**config.mk**
```make
export PLATFORM = sky130hd
export DESIGN_NAME = hello_msg_sequencer
export DESIGN_NICKNAME = d
export VERILOG_FILES = /design/src/rtl/hello_msg_sequencer.sv
export SDC_FILE = /design/constraint.sdc
export NUM_CORES = 1
export LEC_CHECK = 0
export BUFFER_PORTS_ARGS = -buffer_cell sky130_fd_sc_hd__clkbuf_2
export CORE_MARGIN = 4
export CORE_UTILIZATION = 55
export CTS_CLUSTER_DIAMETER = 50
export DETAILED_ROUTE_END_ITERATION = 12
export MAX_ROUTING_LAYER = met4
export PLACE_DENSITY = 0.79
export SLEW_MARGIN = 30
export SYNTH_ARGS = -nofsm -noshare
export SYNTH_HDL_FRONTEND = slang
export SYNTH_SLANG_ARGS = --single-unit
```
**constraint.sdc**
```tcl
create_clock -name clk -period 2.7 [get_ports clk]
set_input_delay 0.27 -clock clk [delete_from_list [all_inputs] [get_ports clk]]
set_output_delay 0.27 -clock clk [all_outputs]
set_load 0.02 [all_outputs]
```
**src/rtl/hello_msg_sequencer.sv**
```systemverilog
// Streams "Hello, World!" (optional LF) byte by byte to a valid/ready sink, N times per start.
// Latency: start in IDLE at T gives first byte at T+1; last transfer at L gives done_o at L+1.
// Backpressure: tx_valid_o/tx_data_o hold until tx_ready_i; one byte per cycle with ready held high.
module hello_msg_sequencer #(
    parameter int APPEND_NL  = 1,
    parameter int REPEAT_W   = 8,
    parameter int GAP_CYCLES = 0
) (
    input  logic                clk,
    input  logic                rst,
    input  logic                start_i,
    input  logic [REPEAT_W-1:0] repeat_i,
    input  logic                abort_i,
    output logic [7:0]          tx_data_o,
    output logic                tx_valid_o,
    input  logic                tx_ready_i,
    output logic                busy_o,
    output logic                done_o,
    output logic                aborted_o,
    output logic [REPEAT_W-1:0] msg_count_o
);
    localparam int         MSG_LEN  = (APPEND_NL != 0) ? 14 : 13;
    localparam logic [3:0] LAST_IDX = 4'(MSG_LEN - 1);
    localparam int         GAP_W    = (GAP_CYCLES > 1) ? $clog2(GAP_CYCLES) : 1;
    localparam logic [GAP_W-1:0] GAP_LAST = GAP_W'(GAP_CYCLES - 1);

    typedef enum logic [1:0] {S_IDLE, S_SEND, S_GAP, S_DONE} state_t;

    state_t              state_q, state_d;
    logic [3:0]          idx_q, idx_d;
    logic [REPEAT_W-1:0] remain_q, remain_d;
    logic [REPEAT_W-1:0] count_q, count_d;
    logic [GAP_W-1:0]    gap_q, gap_d;
    logic                abort_q, abort_d;
    logic                aborted_q, aborted_d;
    logic                last_byte;
    logic                abort_any;

    function automatic logic [7:0] rom_byte(input logic [3:0] i);
        case (i)
            4'd0:    return 8'h48;
            4'd1:    return 8'h65;
            4'd2:    return 8'h6C;
            4'd3:    return 8'h6C;
            4'd4:    return 8'h6F;
            4'd5:    return 8'h2C;
            4'd6:    return 8'h20;
            4'd7:    return 8'h57;
            4'd8:    return 8'h6F;
            4'd9:    return 8'h72;
            4'd10:   return 8'h6C;
            4'd11:   return 8'h64;
            4'd12:   return 8'h21;
            4'd13:   return 8'h0A;
            default: return 8'h00;
        endcase
    endfunction

    assign last_byte = (idx_q == LAST_IDX);
    // An abort pulse in the current cycle counts as well as one latched earlier.
    assign abort_any = abort_q | abort_i;

    always_ff @(posedge clk or posedge rst) begin
        if (rst) begin
            state_q   <= S_IDLE;
            idx_q     <= '0;
            remain_q  <= '0;
            count_q   <= '0;
            gap_q     <= '0;
            abort_q   <= 1'b0;
            aborted_q <= 1'b0;
        end else begin
            state_q   <= state_d;
            idx_q     <= idx_d;
            remain_q  <= remain_d;
            count_q   <= count_d;
            gap_q     <= gap_d;
            abort_q   <= abort_d;
            aborted_q <= aborted_d;
        end
    end

    always_comb begin
        state_d   = state_q;
        idx_d     = idx_q;
        remain_d  = remain_q;
        count_d   = count_q;
        gap_d     = gap_q;
        abort_d   = abort_q;
        aborted_d = 1'b0;
        case (state_q)
            S_IDLE: begin
                abort_d = 1'b0;
                if (start_i) begin
                    state_d  = S_SEND;
                    idx_d    = '0;
                    count_d  = '0;
                    remain_d = (repeat_i == '0) ? REPEAT_W'(1) : repeat_i;
                end
            end
            S_SEND: begin
                abort_d = abort_any;
                if (tx_ready_i) begin
                    if (last_byte) begin
                        idx_d    = '0;
                        count_d  = count_q + 1'b1;
                        remain_d = remain_q - 1'b1;
                        // Finishing the final message is a normal end even if abort arrived.
                        if (remain_q == REPEAT_W'(1)) begin
                            state_d = S_DONE;
                        end else if (abort_any) begin
                            state_d   = S_DONE;
                            aborted_d = 1'b1;
                        end else if (GAP_CYCLES > 0) begin
                            state_d = S_GAP;
                            gap_d   = '0;
                        end
                    end else begin
                        idx_d = idx_q + 4'd1;
                        if (abort_any) begin
                            state_d   = S_DONE;
                            aborted_d = 1'b1;
                        end
                    end
                end
            end
            S_GAP: begin
                abort_d = abort_any;
                if (abort_any) begin
                    state_d   = S_DONE;
                    aborted_d = 1'b1;
                end else if (gap_q == GAP_LAST) begin
                    state_d = S_SEND;
                end else begin
                    gap_d = gap_q + 1'b1;
                end
            end
            S_DONE: begin
                abort_d = 1'b0;
                state_d = S_IDLE;
            end
            default: state_d = S_IDLE;
        endcase
    end

    always_comb begin
        tx_valid_o = 1'b0;
        tx_data_o  = 8'h00;
        busy_o     = (state_q != S_IDLE);
        done_o     = 1'b0;
        aborted_o  = 1'b0;
        case (state_q)
            S_SEND: begin
                tx_valid_o = 1'b1;
                tx_data_o  = rom_byte(idx_q);
            end
            S_DONE: begin
                done_o    = 1'b1;
                aborted_o = aborted_q;
            end
            default: ;
        endcase
    end

    assign msg_count_o = count_q;

endmodule

```
==> metrics.md, run 1 <==
| Metric | Value |
|---|---|
| Worst r2r path cells | 6 |
| # fillers | 277 |
| Area grow syn2layout | 12.8% |
| Worst endpoint required time | 2960 ps |
| Fraction of layout cells with a size suffix above 1 | 19.4% |
| Finished Cell Area | 1940 sq um |
| Worst VDD drop | 0.557 mV |
| Ys Warns | 0 |
| Run status | finished clean |
| Worst Setup End Kind | flip-flop |
| Setup Skew | 5.26 ps |
| CP max FO | 17 |
| IO Port Bufs | 31 |
| CTS resizes | 0 |
| Slew margin rel. | 63.7% |
| Vias per Instance | 5.71 |
| Post-synthesis cell type count | 49 |
| Mapped Avg Cell Area | 8.67 sq um |
| Max-cap viol count | 0 |
| IO Pins | 33 |
| Die Height | 63.9 um |
| First-pass detailed-route iteration total | 6 |
| Final Slew Violations | 0 |
| Cell Area, Placed | 1900 sq um |
| R2r setup slk | 380 ps |
| Vias post-DR | 1,547 |
| Placed cell count | 266 |
| # clock sinks | 25 |
| Synthesized cell area | 1720 sq um |
| Post-synth EDFFs | 0 |
| Total CTS buffers | 3 |
| Vias in the first global route | 1,459 |
| Synth Instances | 198 |
| FF/Latch Area | 626 sq um |
| RSZ-0062 raised after global routing | false |
| Hpwl dp | 2.80 mm |
| Total setup buffers inserted after CTS | 0 |
| Final Hold Vio Count | 0 |
| Hold_sp | repeat_i[3] |
| DRT antenna net count | 0 |
| Remaining DRCs | 0 |
| Initial antenna violation count | 0 |
| Synth Net Count | 226 |
| Leading cell type in the layout, fill and taps excluded | clkbuf_2 |
| Leading cell types in the layout, fill and taps excluded | clkbuf_2 (31), dfrtp_1 (25) |
| Critical path arrival | 2580 ps |
| Global placement routability congestion | 0.845 |
| Finished Layout Cells | 271 |
| Gr ovfl total | 0 |
| Total negative slack | 0 ps |
| Multi-input gate area | 1010 sq um |
| Worst slew pin tran | 539 ps |
| Largest net degree at the start of global routing | 26 |
| PD cells | 959 nW/um^2 |
| CP Launch Type | flip-flop |
| Total die area | 4080 sq um |
| First-pass GRT wire length | 6.53 mm |
| Average wire per standard cell | 13.7 um |
| Final Setup Violations | 0 |
| RR Endpoint | msg_count_o[7]$_DFFE_PP0P_ |
| Antenna diodes | 0 |
| FF+latch count, synth | 25 |
| Min cycle time layout | 2320 ps |
| H-tree level count | 1 |
| Ys flop type | dfrtp_1 |
| Critical path class | reg2reg |
| Leak | 0.884 nW |
| Async SR Flop Fraction | 100% |
| Hold Path Sink | remain_q[3]$_DFFE_PP0P_ |
| Final net count | 256 |
| Clk Latency, worst-skew pair | 320 ps |
| Final Cycle Share | 85.8% |
| GRT Util Overall | 20.1% |
| Die span in x | 63.9 um |
| Clock input transition at the sequential cells of the worst setup and hold paths | 140 ps |
| Max clock buf depth | 2 |
| TritonCTS clock tree | built |
| Clock root buffer master | clkbuf_4 |
| Reg2reg start | state_q[1]$_DFFE_PP0P_ |
| Highest clock rate | 432 MHz |
| Total wire length | 3.71 mm |
| Core area | 3030 sq um |
| DR iter-0 viols | 104 |
| Worst Hold Class | in2reg |
| Post-synthesis sequential area ratio | 36.4% |
| Rows | 20 |
| Worst Hold Depth | 2 |
| Initial core utilization | 56.7% |
| Tot Pwr | 1.86 mW |
registers in the layout, summed over array words and instances, names as in the netlist:
| name | flops |
|---|---|
| state_q | 2 |
| idx_q | 4 |
| aborted_q | 1 |
| remain_q | 8 |
| msg_count_o | 8 |
| gap_q | 1 |
| abort_q | 1 |
cells in the mapped netlist, types with 2 or more instances:
library cell  count  area share [%]
inv_1            10             2.2
nor2_1           15             3.3
nand2b_1          6             2.2
nand2_1          15             3.3
nor4_1            2            0.73
o21a_1            2            0.87
o221ai_1          2             1.0
o22ai_1           2            0.73
nand3_1          10             2.9
clkbuf_1          3            0.66
or2_2             2            0.73
nor2b_1           3             1.1
and2_1            3             1.1
dfrtp_1          25              36
o21ai_0          13             3.8
ha_1             15              11
nand3b_1          2            0.87
a21o_1            2            0.87
buf_1             2            0.44
or3_1             4             1.5
a21oi_1          15             4.4
nand4_1           3             1.1
o31ai_1           3             1.3
and3_1            4             1.5
buf_4             2            0.87
a211o_1           2             1.0
or4_1             3             1.3
nor3_1            7             2.0
worst max-delay path by stage:
stage | cells past startpoint | startpoint | endpoint | slack, ps
after detailed placement | 6 | state_q[1]$_DFFE_PP0P_ | msg_count_o[7]$_DFFE_PP0P_ | 410
after floorplan | 7 | idx_q[1]$_DFFE_PP0P_ | msg_count_o[7]$_DFFE_PP0P_ | 780
final | 6 | state_q[1]$_DFFE_PP0P_ | msg_count_o[7]$_DFFE_PP0P_ | 380
after global placement | 6 | state_q[1]$_DFFE_PP0P_ | msg_count_o[5]$_DFFE_PP0P_ | 510
after global routing | 6 | state_q[1]$_DFFE_PP0P_ | msg_count_o[7]$_DFFE_PP0P_ | 170
after CTS | 6 | state_q[1]$_DFFE_PP0P_ | msg_count_o[7]$_DFFE_PP0P_ | 380
logic make-up (layout without fill, tap and decap cells):
family,Yosys count,in the layout,synth area share (%)
AO/OA/AOI/OAI,53,53,21.0
adder cells (fa/ha/maj),15,15,10.9
buffers and inverters,19,48,4.66
flip-flops,25,25,36.4
multiplexers,2,2,1.24
other,1,1,0.218
AND/OR/NAND/NOR,83,83,25.5
through the flow:
step | util [%] | hold WS, ps | setup slack (ps)
2_1_floorplan | - | 297 | 780
3_3_place_gp | 62.6 | 438 | 507
3_5_place_dp | 62.6 | 333 | 415
4_1_cts | 63.9 | 197 | 378
5_1_grt | 63.9 | 174 | 172
6_report | 63.9 | 199 | 385
power breakdown:
group | total, mW | internal, mW | switching, mW
Clock | 0.173 | 0.0566 | 0.116
Sequential | 0.602 | 0.484 | 0.118
Combinational | 1.08 | 0.416 | 0.666
Total | 1.86 | 0.957 | 0.900
cell type report:
type | instances | share of cell area, %
sequential | 25 | 32.3
multi-input combinational | 154 | 52.2
clock buffer | 3 | 1.16
clock inverter | 1 | 0.388
tap | 44 | 2.84
timing repair buffer | 33 | 8.92
inverter | 11 | 2.13
critical path, stage by stage (launching register included):
cell and delay [ps]:
dfrtp_1 450, inv_1 120, ha_1 460, or2_2 250
o2111ai_4 260, or4_1 580, a21oi_1 150
routing by layer:
| metal | vias up | wire, um | global-route usage (%) | part of all wire [%] |
|---|---|---|---|---|
| li1 | 776 | - | - | - |
| met1 | 717 | 1680 | 26.8 | 45 |
| met2 | 51 | 1790 | 31.9 | 48 |
| met3 | 3 | 229 | 3.16 | 6.2 |
| met4 | 0 | 16 | 5.12 | 0.43 |
| met5 | - | 0 | - | 0 |
timing repair:
action | in CTS | in global routing
hold buffers | 1 | 0
endpoints found under the hold margin | 25 | 0
setup endpoints to repair | 0 | 0
No activity file was read; power rests on OpenSTA's default activity.
==> run 2, diff against run 1 <==
- RECOVER_POWER: unset -> 25
==> metrics.md, run 2 (same netlist as run 1, synthesis figures left out) <==
| Metric | Value |
|---|---|
| Run status | finished clean (unchanged) |
| Clock root buffer master | clkbuf_4 (unchanged) |
| GRT Util Overall | 20.1% (unchanged) |
| Leading cell type in the layout, fill and taps excluded | clkbuf_2 (unchanged) |
| Total wire length | 3.75 mm (was 3.71 mm) |
| CP Launch Type | flip-flop (unchanged) |
| Largest net degree at the start of global routing | 26 (unchanged) |
| Final WS setup | 360 ps (was 385 ps) |
| Worst endpoint required time | 2960 ps (about the same) |
| Average wire per standard cell | 13.8 um (was 13.7 um) |
| Clock input transition at the sequential cells of the worst setup and hold paths | 140 ps (about the same) |
| Total CTS buffers | 3 (unchanged) |
| First-pass detailed-route iteration total | 6 (unchanged) |
| Worst VDD drop | 0.565 mV (was 0.557 mV) |
| TritonCTS clock tree | built (unchanged) |
| Max clock buf depth | 2 (unchanged) |
| # clock sinks | 25 (unchanged) |
| CTS resizes | 0 (unchanged) |
| Critical path class | reg2reg (unchanged) |
| DRT antenna net count | 0 (unchanged) |
| Hold_sp | repeat_i[3] (unchanged) |
| Final net count | 256 (unchanged) |
| Core area | 3030 sq um (unchanged) |
| Final Setup Violations | 0 (unchanged) |
| Post-CTS Hold Fix Bufs | 1 (unchanged) |
| Tot Pwr | 1.86 mW (about the same) |
| Total setup buffers inserted after CTS | 0 (unchanged) |
| Total negative slack | 0 ps (unchanged) |
| Hpwl dp | 2.80 mm (unchanged) |
| Fin util | 63.9% (unchanged) |
| Slowest cell on crit path | or4_1 (unchanged) |
| Vias per Instance | 5.75 (was 5.71) |
| Initial antenna violation count | 0 (unchanged) |
| CP cell instances | inv_1, ha_1, or2_2, o2111ai_4, or4_1, a21oi_1 (unchanged) |
| Hold Path Sink | remain_q[3]$_DFFE_PP0P_ (unchanged) |
| Vias post-DR | 1,558 (was 1,547) |
| Place WS | 415 ps (unchanged) |
| Reg2reg start | state_q[1]$_DFFE_PP0P_ (unchanged) |
| # fillers | 277 (unchanged) |
| Leading cell types in the layout, fill and taps excluded | clkbuf_2 (31), dfrtp_1 (25) (unchanged) |
| R2r setup slk | 360 ps (was 380 ps) |
| Max stage delay on crit path | 580 ps (about the same) |
| IO Port Bufs | 31 (unchanged) |
| Worst r2r path cells | 6 (unchanged) |
| Slew margin rel. | 36.4% (was 63.7%) |
| Remaining DRCs | 0 (unchanged) |
| Min cycle time layout | 2340 ps (was 2320 ps) |
| Initial core utilization | 56.7% (unchanged) |
| First-pass GRT wire length | 6.53 mm (unchanged) |
| Worst Setup End Kind | flip-flop (unchanged) |
| Worst slew pin tran | 953 ps (was 539 ps) |
| Critical path arrival | 2600 ps (was 2580 ps) |
| Area grow syn2layout | 12.8% (unchanged) |
| Vias in the first global route | 1,459 (unchanged) |
| CP max FO | 17 (unchanged) |
| Total die area | 4080 sq um (unchanged) |
| DR iter-0 viols | 101 (was 104) |
| Gr ovfl total | 0 (unchanged) |
| Die span in x | 63.9 um (unchanged) |
| Fraction of layout cells with a size suffix above 1 | 18.9% (was 19.4%) |
| Final Slew Violations | 0 (unchanged) |
| Min Hold Slack | 199 ps (about the same) |
| Max-cap viol count | 0 (unchanged) |
| Global placement routability congestion | 0.845 (unchanged) |
| Leak | 0.885 nW (was 0.884 nW) |
| Setup Skew | 5.12 ps (was 5.26 ps) |
| Die Height | 63.9 um (unchanged) |
| IO Pins | 33 (unchanged) |
| RR Endpoint | msg_count_o[7]$_DFFE_PP0P_ (unchanged) |
| Worst Hold Depth | 2 (unchanged) |
| Final Hold Vio Count | 0 (unchanged) |
| H-tree level count | 1 (unchanged) |
| Clk Latency, worst-skew pair | 320 ps (about the same) |
| Highest clock rate | 427 MHz (was 432 MHz) |
| RSZ-0062 raised after global routing | false (unchanged) |
| Rows | 20 (unchanged) |
| PD cells | 962 nW/um^2 (was 959 nW/um^2) |
| Final Cycle Share | 86.6% (was 85.8%) |
| Worst Hold Class | in2reg (unchanged) |
| Antenna diodes | 0 (unchanged) |
run 2: cell count changes in the layout (fill, tap and decap cells not counted):
cell   change
inv_2      -1
inv_1      +1
run 2: power by group:
part / switching (mW) / leakage (nW) / internal, mW
logic: 0.669 / 0.549 / 0.416
registers: 0.120 / 0.323 / 0.484
clock network: 0.116 / 0.0139 / 0.0566
total: 0.905 / 0.885 / 0.957
run 2: final cells by class:
class	instances	area (sq um)	area share (%)
multi-input cells	154	1010	52.2
flip-flops and latches	25	626	32.3
repair buffers	33	173	8.92
well taps	44	55.1	2.84
inverters	11	41.3	2.13
clock buffers	3	22.5	1.16
clock inverters	1	7.51	0.388
run 2: per-layer routing:
metal  share of wire (%)  GRT usage [%]
met1                  45           26.8
met2                  49           31.9
met3                 5.8           3.16
met4                0.56           5.12
met5                   0              -
run 2: how the worst max path moves through the flow:
stage | startpoint | end | slack [ps] | depth (start not counted)
6_report | state_q[1]$_DFFE_PP0P_ | msg_count_o[7]$_DFFE_PP0P_ | 360 | 6
3_5_place_dp | state_q[1]$_DFFE_PP0P_ | msg_count_o[7]$_DFFE_PP0P_ | 410 | 6
4_1_cts | state_q[1]$_DFFE_PP0P_ | msg_count_o[7]$_DFFE_PP0P_ | 380 | 6
2_1_floorplan | idx_q[1]$_DFFE_PP0P_ | msg_count_o[7]$_DFFE_PP0P_ | 780 | 7
5_1_grt | state_q[1]$_DFFE_PP0P_ | msg_count_o[7]$_DFFE_PP0P_ | 170 | 6
3_3_place_gp | state_q[1]$_DFFE_PP0P_ | msg_count_o[5]$_DFFE_PP0P_ | 510 | 6
run 2: stage by stage:
step	instances	cell area, sq um
after floorplan	198	1720
after global placement	266	1900
after detailed placement	266	1900
after CTS	271	1940
after global routing	271	1940
final	271	1940
run 2: worst max-delay path, delay by kind of cell, from the launching register on:
kind / cells / cell delay (ps)
compound gates: 2 / 410
fa+ha+maj: 1 / 470
buf+inv: 1 / 120
flops: 1 / 450
simple gates: 2 / 830
==> run 3, diff against run 2 <==
- BUFFER_PORTS_ARGS: -buffer_cell sky130_fd_sc_hd__clkbuf_2 -> unset
- CORE_ASPECT_RATIO: unset -> 0.5
- DONT_BUFFER_PORTS: unset -> 1
- PLACE_DENSITY: 0.79 -> 0.7
==> metrics.md, run 3 (same netlist as run 1, synthesis figures left out) <==
| Metric | Value |
|---|---|
| # clock sinks | 25 (unchanged) |
| GR Util met3 | 5.84% (was 3.16%) |
| Vias post-DR | 1,484 (was 1,558) |
| RSZ-0062 raised after global routing | false (unchanged) |
| CP Launch Type | flip-flop (unchanged) |
| Clk Latency, worst-skew pair | 270 ps (was 320 ps) |
| Slew margin rel. | 37.1% (was 36.4%) |
| Final Hold Vio Count | 0 (unchanged) |
| H-tree level count | 1 (unchanged) |
| Critical path class | reg2reg (unchanged) |
| Leading cell types in the layout, fill and taps excluded | dfrtp_1 (25), a21oi_1 (15), nor2_1 (15), nand2_1 (15), ha_1 (15) (was clkbuf_2 (31), dfrtp_1 (25)) |
| Vias in the first global route | 1,338 (was 1,459) |
| Final WS setup | 351 ps (was 360 ps) |
| Critical path arrival | 2550 ps (was 2600 ps) |
| Run status | finished clean (unchanged) |
| GRT Util Overall | 20.5% (was 20.1%) |
| Final Setup Violations | 0 (unchanged) |
| Die Height | 47.5 um (was 63.9 um) |
| First-pass detailed-route iteration total | 4 (was 6) |
| Clock input transition at the sequential cells of the worst setup and hold paths | 90 ps (was 140 ps) |
| Average wire per standard cell | 16.4 um (was 13.8 um) |
| Die span in x | 87.0 um (was 63.9 um) |
| Total die area | 4130 sq um (was 4080 sq um) |
| Worst Setup End Kind | flip-flop (unchanged) |
| Fraction of layout cells with a size suffix above 1 | 6.12% (was 18.9%) |
| Global placement routability congestion | 0.825 (was 0.845) |
| Combinational share of power | 53.7% (was 58.3%) |
| Clock root buffer master | clkbuf_8 (was clkbuf_4) |
| Final Slew Violations | 0 (unchanged) |
| Switch share | 48.8% (was 48.6%) |
| Net Sw Power | 0.907 mW (was 0.905 mW) |
| Largest net degree at the start of global routing | 26 (unchanged) |
| CTS resizes | 0 (unchanged) |
| Max clock buf depth | 2 (unchanged) |
| PD cells | 1040 nW/um^2 (was 962 nW/um^2) |
| CP max FO | 17 (unchanged) |
| Total wire length | 3.83 mm (was 3.75 mm) |
| Worst VDD drop | 0.748 mV (was 0.565 mV) |
| IO Pins | 33 (unchanged) |
| Highest clock rate | 426 MHz (was 427 MHz) |
| Area grow syn2layout | 4.15% (was 12.8%) |
| Initial antenna violation count | 0 (unchanged) |
| Worst endpoint required time | 2900 ps (was 2960 ps) |
| TritonCTS clock tree | built (unchanged) |
| Max-cap viol count | 0 (unchanged) |
| Place WS | 414 ps (was 415 ps) |
| Gr ovfl total | 0 (unchanged) |
| Pint | 0.952 mW (was 0.957 mW) |
| Final net count | 225 (was 256) |
| Worst slew pin tran | 942 ps (was 953 ps) |
| Antenna diodes | 0 (unchanged) |
| Reg power frac | 34.1% (was 32.4%) |
| Leak | 0.761 nW (was 0.885 nW) |
| Met1 Use GR | 25.5% (was 26.8%) |
| Hpwl dp | 2.80 mm (about the same) |
| Leading cell type in the layout, fill and taps excluded | dfrtp_1 (was clkbuf_2) |
| Busiest grt layer | met2 (unchanged) |
| Setup Skew | 6.61 ps (was 5.12 ps) |
| IO Port Bufs | 0 (was 31) |
| Vias per Instance | 6.37 (was 5.75) |
| DR iter-0 viols | 90 (was 101) |
| Min cycle time layout | 2350 ps (was 2340 ps) |
| Min Hold Slack | 125 ps (was 199 ps) |
| Met2 Usage GRT | 33.2% (was 31.9%) |
| Tot Pwr | 1.86 mW (about the same) |
| Clock power share | 12.2% (was 9.3%) |
| Total negative slack | 0 ps (unchanged) |
| Initial core utilization | 61.7% (was 56.7%) |
| First-pass GRT wire length | 6.25 mm (was 6.53 mm) |
| DRT antenna net count | 0 (unchanged) |
| Final Cycle Share | 87.0% (was 86.6%) |
| Total CTS buffers | 3 (unchanged) |
| Rows | 13 (was 20) |
| Remaining DRCs | 0 (unchanged) |
| Worst Hold Class | in2reg (unchanged) |
| Core area | 2780 sq um (was 3030 sq um) |
[run 3: cell count changes in the layout (fill, tap and decap cells not counted), sizes merged]
cell,previous run,this run
clkinv,0,1
clkbuf,34,3
clkinvlp,1,0
[run 3: metal layers]
metal | share of wire, % | wire [um]
met2 | 45 | 1710
met3 | 6.7 | 258
met4 | 1.0 | 40
met1 | 48 | 1820
met5 | 0 | 0
[run 3: layout make-up]
cell class / count / area (sq um)
clock buffer: 3 / 41.3
clock inverter: 1 / 5.00
fill: 236 / 993
inverter: 11 / 41.3
multi-input combinational: 154 / 1010
sequential: 25 / 626
tap: 37 / 46.3
timing repair buffer: 2 / 17.5
[run 3: per-stage QoR]
| step | area, sq um | cells | utilization, % |
|---|---|---|---|
| 2_1_floorplan | 1720 | 198 | - |
| 3_3_place_gp | 1730 | 228 | 62.3 |
| 3_5_place_dp | 1730 | 228 | 62.3 |
| 4_1_cts | 1790 | 233 | 64.3 |
| 5_1_grt | 1790 | 233 | 64.3 |
| 6_report | 1790 | 233 | 64.3 |
[run 3: worst paths after layout]
path	start	end	slack, ps	cells past startpoint
setup / recovery	idx_q[1]$_DFFE_PP0P_	msg_count_o[5]$_DFFE_PP0P_	350	6
hold / removal	repeat_i[5]	remain_q[5]$_DFFE_PP0P_	120	2
setup reg to reg	idx_q[1]$_DFFE_PP0P_	msg_count_o[5]$_DFFE_PP0P_	350	6
hold reg to reg	gap_q$_DFFE_PP0P_	gap_q$_DFFE_PP0P_	480	1
max in group asynchronous	rst	remain_q[1]$_DFFE_PP0P_	1480	2
min in group asynchronous	rst	state_q[0]$_DFFE_PP0P_	640	2
[run 3: power by group through the flow]
stage	Combinational, mW	Sequential [mW]	Clock [mW]
2_1_floorplan	0.843	0.588	0
3_3_place_gp	0.982	0.631	0
3_5_place_dp	0.998	0.635	0
4_1_cts	1.00	0.629	0.234
5_1_grt	1.11	0.656	0.254
6_report	0.998	0.634	0.227
[run 3: timing repair]
action / 4_1_cts / 5_1_grt
endpoints found under the hold margin: 25 / 0
hold buffers: 1 / 0
buffers inserted: 0 / 0
[run 3: critical path, stage by stage, from the launching register on]
cell       delay, ps
dfrtp_1          460
inv_1            140
ha_1             270
and3_1           370
o2111ai_4        280
or4_1            560
a21oi_1          180
